<file path="config.mk">
export PLATFORM = sky130hd
export DESIGN_NAME = r_issue_stage
export DESIGN_NICKNAME = d
export VERILOG_FILES = /design/src/rtl/r_issue_stage_pkg.sv /design/src/rtl/r_issue_stage_fwd_mux.sv /design/src/rtl/r_issue_stage.sv
export SDC_FILE = /design/constraint.sdc
export NUM_CORES = 1
export LEC_CHECK = 0
export BUFFER_PORTS_ARGS = -buffer_cell sky130_fd_sc_hd__buf_2
export CORE_MARGIN = 2
export CORE_UTILIZATION = 45
export DETAILED_ROUTE_END_ITERATION = 10
export PLACE_DENSITY = 0.85
export SLEW_MARGIN = 20
export SYNTH_ARGS = -nofsm -noshare
export SYNTH_HDL_FRONTEND = slang
export SYNTH_SLANG_ARGS = --single-unit
</file>
<file path="constraint.sdc">
create_clock -name clk -period 2.9 [get_ports clk]
set_input_delay 0.145 -clock clk [delete_from_list [all_inputs] [get_ports clk]]
set_output_delay 0.145 -clock clk [all_outputs]
set_load 0.02 [all_outputs]
</file>
<file path="src/rtl/r_issue_stage_pkg.sv">
// Shared core definitions: R-type encodings, instruction field positions
// and the payload carried from issue to the R-type ALU.
package r_issue_stage_pkg;

    localparam logic [6:0] OP_RTYPE = 7'b0110011;
    localparam logic [6:0] F7_BASE  = 7'b0000000;
    localparam logic [6:0] F7_ALT   = 7'b0100000;

    // func3 values that have an F7_ALT form (sub, sra)
    localparam logic [2:0] F3_ADD_SUB = 3'b000;
    localparam logic [2:0] F3_SRL_SRA = 3'b101;

    // Instruction field bit positions
    localparam int OPC_LSB = 0;
    localparam int OPC_MSB = 6;
    localparam int RD_LSB  = 7;
    localparam int RD_MSB  = 11;
    localparam int F3_LSB  = 12;
    localparam int F3_MSB  = 14;
    localparam int RS1_LSB = 15;
    localparam int RS1_MSB = 19;
    localparam int RS2_LSB = 20;
    localparam int RS2_MSB = 24;
    localparam int F7_LSB  = 25;
    localparam int F7_MSB  = 31;
    localparam int TH_BIT  = 30;

    typedef struct packed {
        logic [2:0]  func3;
        logic        bit_th;
        logic [31:0] operator1;
        logic [31:0] operator2;
        logic [4:0]  rd;
        logic        illegal;
    } issue_payload_t;

    // True when the word is an R-type the ALU implements.
    function automatic logic is_legal_rtype(input logic [31:0] ins);
        logic [6:0] f7;
        logic [2:0] f3;
        f7 = ins[F7_MSB:F7_LSB];
        f3 = ins[F3_MSB:F3_LSB];
        return (ins[OPC_MSB:OPC_LSB] == OP_RTYPE) &&
               ((f7 == F7_BASE) ||
                ((f7 == F7_ALT) && ((f3 == F3_ADD_SUB) || (f3 == F3_SRL_SRA))));
    endfunction

endpackage

</file>
<file path="src/rtl/r_issue_stage_fwd_mux.sv">
// Operand forwarding for one source register: EX/MEM beats MEM/WB beats
// the register file; x0 always reads as zero.
module fwd_mux
    import r_issue_stage_pkg::*;
(
    input  logic [4:0]  rs_addr,
    input  logic [31:0] rf_data,
    input  logic        exmem_wen,
    input  logic        exmem_load,
    input  logic [4:0]  exmem_rd,
    input  logic [31:0] exmem_data,
    input  logic        memwb_wen,
    input  logic [4:0]  memwb_rd,
    input  logic [31:0] memwb_data,
    output logic [31:0] fwd_data
);

    // Priority select; a load in EX/MEM has no data yet, so it never forwards
    // (the issue stage stalls on that case instead).
    always_comb begin
        fwd_data = rf_data;
        if (rs_addr == 5'd0) begin
            fwd_data = '0;
        end else if (exmem_wen && !exmem_load && (exmem_rd == rs_addr)) begin
            fwd_data = exmem_data;
        end else if (memwb_wen && (memwb_rd == rs_addr)) begin
            fwd_data = memwb_data;
        end
    end

endmodule

</file>
<file path="src/rtl/r_issue_stage.sv">
// R-type issue stage: one-entry valid/ready register slice that captures
// forwarded operands and decoded fields, stalls on load-use and honours flush.
module r_issue_stage
    import r_issue_stage_pkg::*;
(
    input  logic        clk,
    input  logic        rst_n,
    input  logic        in_valid,
    output logic        in_ready,
    input  logic [31:0] instr,
    input  logic [31:0] rs1_data,
    input  logic [31:0] rs2_data,
    input  logic        exmem_wen,
    input  logic        exmem_load,
    input  logic [4:0]  exmem_rd,
    input  logic [31:0] exmem_data,
    input  logic        memwb_wen,
    input  logic [4:0]  memwb_rd,
    input  logic [31:0] memwb_data,
    input  logic        flush,
    output logic        out_valid,
    input  logic        out_ready,
    output logic [2:0]  func3,
    output logic        bit_th,
    output logic [31:0] operator1,
    output logic [31:0] operator2,
    output logic [4:0]  rd,
    output logic        illegal
);

    logic           valid_q, valid_d;
    issue_payload_t payload_q, payload_d;

    logic [4:0]  rs1_addr, rs2_addr;
    logic [31:0] fwd1_data, fwd2_data;
    logic        hazard;
    logic        take_in, take_out;

    assign rs1_addr = instr[RS1_MSB:RS1_LSB];
    assign rs2_addr = instr[RS2_MSB:RS2_LSB];

    fwd_mux u_fwd_rs1 (
        .rs_addr    (rs1_addr),
        .rf_data    (rs1_data),
        .exmem_wen  (exmem_wen),
        .exmem_load (exmem_load),
        .exmem_rd   (exmem_rd),
        .exmem_data (exmem_data),
        .memwb_wen  (memwb_wen),
        .memwb_rd   (memwb_rd),
        .memwb_data (memwb_data),
        .fwd_data   (fwd1_data)
    );

    fwd_mux u_fwd_rs2 (
        .rs_addr    (rs2_addr),
        .rf_data    (rs2_data),
        .exmem_wen  (exmem_wen),
        .exmem_load (exmem_load),
        .exmem_rd   (exmem_rd),
        .exmem_data (exmem_data),
        .memwb_wen  (memwb_wen),
        .memwb_rd   (memwb_rd),
        .memwb_data (memwb_data),
        .fwd_data   (fwd2_data)
    );

    // Load-use: the value an operand needs is still in flight from memory.
    assign hazard = in_valid && exmem_load && exmem_wen && (exmem_rd != 5'd0) &&
                    ((exmem_rd == rs1_addr) || (exmem_rd == rs2_addr));

    // Flush is folded into in_ready so the upstream stage never sees a
    // handshake that the stage then drops.
    assign in_ready = (!valid_q || out_ready) && !hazard && !flush;
    assign take_in  = in_valid && in_ready;
    assign take_out = valid_q && out_ready;

    // Next-state: flush wins, then a new acceptance, then a plain drain;
    // payload only moves on acceptance.
    always_comb begin
        valid_d   = valid_q;
        payload_d = payload_q;
        if (flush) begin
            valid_d = 1'b0;
        end else if (take_in) begin
            valid_d = 1'b1;
        end else if (take_out) begin
            valid_d = 1'b0;
        end
        if (take_in) begin
            payload_d.func3     = instr[F3_MSB:F3_LSB];
            payload_d.bit_th    = instr[TH_BIT];
            payload_d.operator1 = fwd1_data;
            payload_d.operator2 = fwd2_data;
            payload_d.illegal   = !is_legal_rtype(instr);
            payload_d.rd        = is_legal_rtype(instr) ? instr[RD_MSB:RD_LSB] : 5'd0;
        end
    end

    // State registers, cleared asynchronously so outputs drop without a clock.
    always_ff @(posedge clk or negedge rst_n) begin
        if (!rst_n) begin
            valid_q   <= 1'b0;
            payload_q <= '0;
        end else begin
            valid_q   <= valid_d;
            payload_q <= payload_d;
        end
    end

    assign out_valid = valid_q;
    assign func3     = payload_q.func3;
    assign bit_th    = payload_q.bit_th;
    assign operator1 = payload_q.operator1;
    assign operator2 = payload_q.operator2;
    assign rd        = payload_q.rd;
    assign illegal   = payload_q.illegal;

endmodule

</file>
# Yosys cells after proc, flatten, opt, wreduce, memory -nomap -nowiden
# Index checks and enable logic that the tools add are counted.
# op_classes
muxes	10
n_reduce_logical	30
eq_ne	7
# ops
operator	n
$mux W32	6
$eq A5 B5 Y1	4
$logic_and A1 B1 Y1	15
$eq A7 B6 Y1 const B	2
$logic_not A5 Y1	2
$logic_not A7 Y1	1
$logic_not A1 Y1	5
$mux W5	1
$reduce_bool A5 Y1	1
$logic_or A1 B1 Y1	4
$eq A3 B3 Y1 const B	1
$logic_not A3 Y1	1
$mux W1	3
$reduce_bool A3 Y1	1
# word_totals
input_bits	178
word_cells	54
out_inout_bits	76
regBits	75

# Longest topological paths before layout
# depth
ltp_word	10
depth_mapped	7

# Cells and area by module
# Synthesis repeated with hierarchy kept, for this count alone.
# hier_totals
hier_cells	551
hier_area_um2	5481.5
# by_module_without_submodules
module	area_per_inst_um2	n_inst	cells_per_inst
r_issue_stage	3321.9	1	199
fwd_mux	1079.8	2	176

# Worst setup path before layout
# Ideal clock, no wire load.
# synth_timing
path_type	input port to output port
from	input port exmem_rd[1]
to	output port in_ready
arrival_ns	1.705
slack_ns	1.050
stages	5
t_required_ns	2.755
n_path_buf	1
path_cell_list	or4_1 > o2111ai_1 > nor2_1 > buf_2 > nor3b_1
# synth_between
elab_chain_len	6
# synth_lines
element	line_no	text
start: declaration	r_issue_stage.sv:15	input logic [4:0] exmem_rd,
$eq A5 B5 Y1 or $reduce_bool A5 Y1 (tied branches)	r_issue_stage.sv:70, r_issue_stage.sv:69	
$logic_or A1 B1 Y1 or $logic_and A1 B1 Y1 (tied branches)	r_issue_stage.sv:70, r_issue_stage.sv:69	
$logic_and A1 B1 Y1 (*)	r_issue_stage.sv:69	assign hazard = in_valid && exmem_load && exmem_wen && (exmem_rd != 5'd0) &&
$logic_not A1 Y1 (*)	r_issue_stage.sv:74	assign in_ready = (!valid_q || out_ready) && !hazard && !flush;
$logic_and A1 B1 Y1 (*) (2 in a row)	r_issue_stage.sv:74	
end: declaration	r_issue_stage.sv:9	output logic in_ready,
# Mark *: on every way between the ends. The rest lies on a longest branch, timed or not.

# Final worst setup path
# layout_timing
from	register valid_q, in the netlist out_valid
to	register payload_q, in the netlist operator2[6]
# layout_between
elab_chain_len	5
# layout_lines
element	line_no	text
start: declaration	r_issue_stage.sv:31	logic valid_q, valid_d;
start signal: assignment	r_issue_stage.sv:106	valid_q <= valid_d;
$logic_not A1 Y1	r_issue_stage.sv:74	
$logic_or A1 B1 Y1	r_issue_stage.sv:74	
$logic_and A1 B1 Y1 (2 in a row)	r_issue_stage.sv:74	
$logic_and A1 B1 Y1	r_issue_stage.sv:75	assign take_in = in_valid && in_ready;
end signal: assignment	r_issue_stage.sv:107	payload_q <= payload_d;
end: declaration	r_issue_stage.sv:32	issue_payload_t payload_q, payload_d;
# Every way passes these cells.
# A chain may end at the register's enable or synchronous reset.

==> metrics.txt <==
CTS HTree Levels=3; Switching Share=between 30 and 40%; Final Max Tran Viols=0; number of synthesized flops with an enable pin=0; period utilization=70.06%; combinational share of power=31.0%; Commonest cells post-synth=inv_1, dfrtp_1, o22ai_1; vias=6000; number of global-route vias before repair=5900; Initial Util=between 40% and 50%; Bufs on Longest Clock Path=2; Final GP Congestion=approximately 0.9; RSZ-0062 raised after global routing=false; Clock Power Share=33.7%; crit-path cells=nand2b_1, nand3b_1, a21oi_2, buf_4, o21ai_0, o32ai_2; Worst-Margin Slew=0.9971 ns; Syn Inst Count=608; Main synth FF type=dfrtp_1; status=finished with violations; Max-cap violations=0; initial antenna violation count=0; CP max stage cell=a21oi_2; crit path max fanout=19; layout cell share with drive strength beyond 1=39.66%; post-synthesis compound-gate area fraction=39.62%; Synth Area in XOR/XNOR=2.982%; CTS root buffer=clkbuf_16; DP Area=6681 um2; Power per Cell Area=approximately 530 nW/um2; Pleak=3.308 nW; routed len/inst=a little over 20 um; Antenna Nets Post-Route=0; DRC=0; Crit path largest cell delay=approximately 0.53 ns; Post-Synth Adder-Cell Area=0%; Synth-to-Final Area Change=32.62%; Switch Pwr=1.268 mW; final WL=a little under 20000 um; Via density=6.154; Core ar.=11420 um2; port bufs=253; Total GRT Usage=a little under a third; largest family of logic cells by synthesized area=compound AO/OA/AOI/OAI gates; gr ovfl total=0; dpl hpwl=between 10000 and 15000 um; internal power=around 2.5 mW; Max VDD drop=around 0.27 mV; crit path kind=register to register; most common cell in the netlist=inv_1; mux share of post-synthesis cell area=1.988%; register bit count reported by yosys=75; Rows=39; TritonRoute pass-1 iters=5; Iteration-0 DRC Markers=611; Synth async-reset ratio=100.0%; worst hold path type=input pin to asynchronous set/reset pin; CTS Hold Bufs=0; Antenna Cells=0; CTS buffer count=9; Synth top area share=35.50%; die area=12630 um2; reg-to-reg startpoint=out_valid$_DFFE_PN0P_; post-route minimum period=roughly 2.0 ns; first-pass GRT wire length=30550 um; Mean Syn Cell Area=8.695 um2; Crit path required time=3.14 ns; failing checks=hold timing; mapped cell area=5286 um2; top post-synthesis cells by area=dfrtp_1, o32ai_2, o22ai_1; CTS tree=done; Max-Slew Margin vs Limit=33.53%; design area=7010 um2; Synth Net Count=786; maximum clock rate=492.2 MHz; cts repair resizes=0; non-filler cells, final=between 900 and 1000; post-synth cell types=42; largest net degree at the start of global routing=between 70 and 80; synthesis warning total=0; Worst EP arrival=2.27 ns; final setup vio count=0; dpl cells=959; Hold Vio Cnt, Final=32; setup tns final=0 ns; DIE HEIGHT=112.4 um; CTS sink count=75; setup bufs post-CTS=0; CP Launch Point=out_valid$_DFFE_PN0P_; simple logic cell fraction of the synthesized area=just under 7%; die width=112.4 um; Seq/Total Area, Yosys=35.50%; Fin Hold WS=-0.02027 ns; Clk Latency, worst-skew pair=0.34 ns; Sequential Power Share=35.3%; Yosys top cell by area=dfrtp_1; clock slew at reported path FFs=0.06 ns; Critical Path End Type=register; I/O pin cnt=roughly 250; final clock skew=approximately 0.007 ns; nets=1005; startpoint types=register
## flip-flops by register name (all words and copies together) (netlist names)
register / flops
out_valid: 1
illegal: 1
operator2: 32
bit_th: 1
operator1: 32
rd: 5
func3: 3
## routing by layer
layer  wire length (um)  track usage [%]  share of wire, %
met5                  0                0                 0
met4                626            12.93               3.2
met3               1835            6.533               9.4
met2               9442            49.88                48
met1               7700            38.65                39
## cells in the final DEF (no fill, tap or decap), types with 3 or more instances in the layout
master / netlist / layout
buf_4: 6 / 21
xnor2_1: 10 / 9
buf_2: 14 / 252
a21boi_0: 32 / 32
o32ai_1: 38 / 38
nand3_1: 33 / 33
nor3_1: 4 / 4
dfrtp_1: 75 / 75
xor2_1: 8 / 8
o32ai_2: 26 / 26
o22ai_1: 65 / 65
buf_12: 0 / 3
nand2_1: 8 / 8
o21ai_0: 33 / 33
inv_1: 104 / 104
nand2b_1: 4 / 4
a211oi_1: 32 / 32
mux2i_1: 6 / 6
mux2_2: 4 / 4
a31oi_1: 32 / 32
clkbuf_16: 0 / 9
## critical path, delay by kind of cell, from the launching register on
family	cells	cell delay, ns
flip-flops	1	0.37
AO/OA/AOI/OAI	3	0.93
buffers and inverters	1	0.34
AND/OR/NAND/NOR	2	0.30
## area by class of cell
class	count	area [um2]
well taps	143	178.9
multi-input cells	361	2756
flip-flops and latches	75	1877
clock buffers	12	256.5
clock inverters	4	72.57
inverters	104	390.4
fillers	1017	4408
repair buffers	276	1479
## metrics by stage
stage	utilization, %	hold WS, ns	power, mW	setup WS [ns]
global placement	58.51	0.3524	2.448	0.7892
floorplan	-	-0.1506	1.984	1.050
detailed placement	58.51	0.3693	2.470	0.7291
finish	61.40	-0.02027	3.722	0.8683
CTS	61.40	0.008426	3.726	0.8811
global route	61.40	0.05436	3.880	0.6723
## power by group through the flow
| stage | clock network (mW) | registers [mW] | logic, mW |
|---|---|---|---|
| 6_report | 1.25 | 1.31 | 1.15 |
| 5_1_grt | 1.31 | 1.33 | 1.24 |
| 4_1_cts | 1.27 | 1.31 | 1.15 |
| 3_5_place_dp | 0 | 1.33 | 1.15 |
| 3_3_place_gp | 0 | 1.33 | 1.12 |
| 2_1_floorplan | 0 | 1.52 | 0.462 |
## final timing paths
| check | slack (ns) | end | cells after the start |
|---|---|---|---|
| max | 0.87 | operator2[6]$_DFFE_PN0P_ | 6 |
| min | -0.02 | operator2[11]$_DFFE_PN0P_ | 1 |
| min in group clk | 0.05 | out_valid$_DFFE_PN0P_ | 2 |
| max reg2reg | 0.87 | operator2[6]$_DFFE_PN0P_ | 6 |
| max in group asynchronous | 2.28 | operator2[20]$_DFFE_PN0P_ | 1 |
| min reg2reg | 0.50 | func3[1]$_DFFE_PN0P_ | 1 |
## logic make-up after synthesis
kind of cell,count (synthesis)
flip-flops,75
XOR/XNOR,18
multiplexers,10
AO/OA/AOI/OAI,266
AND/OR/NAND/NOR,67
buffers and inverters,172
(Power assumes the default switching activity.)
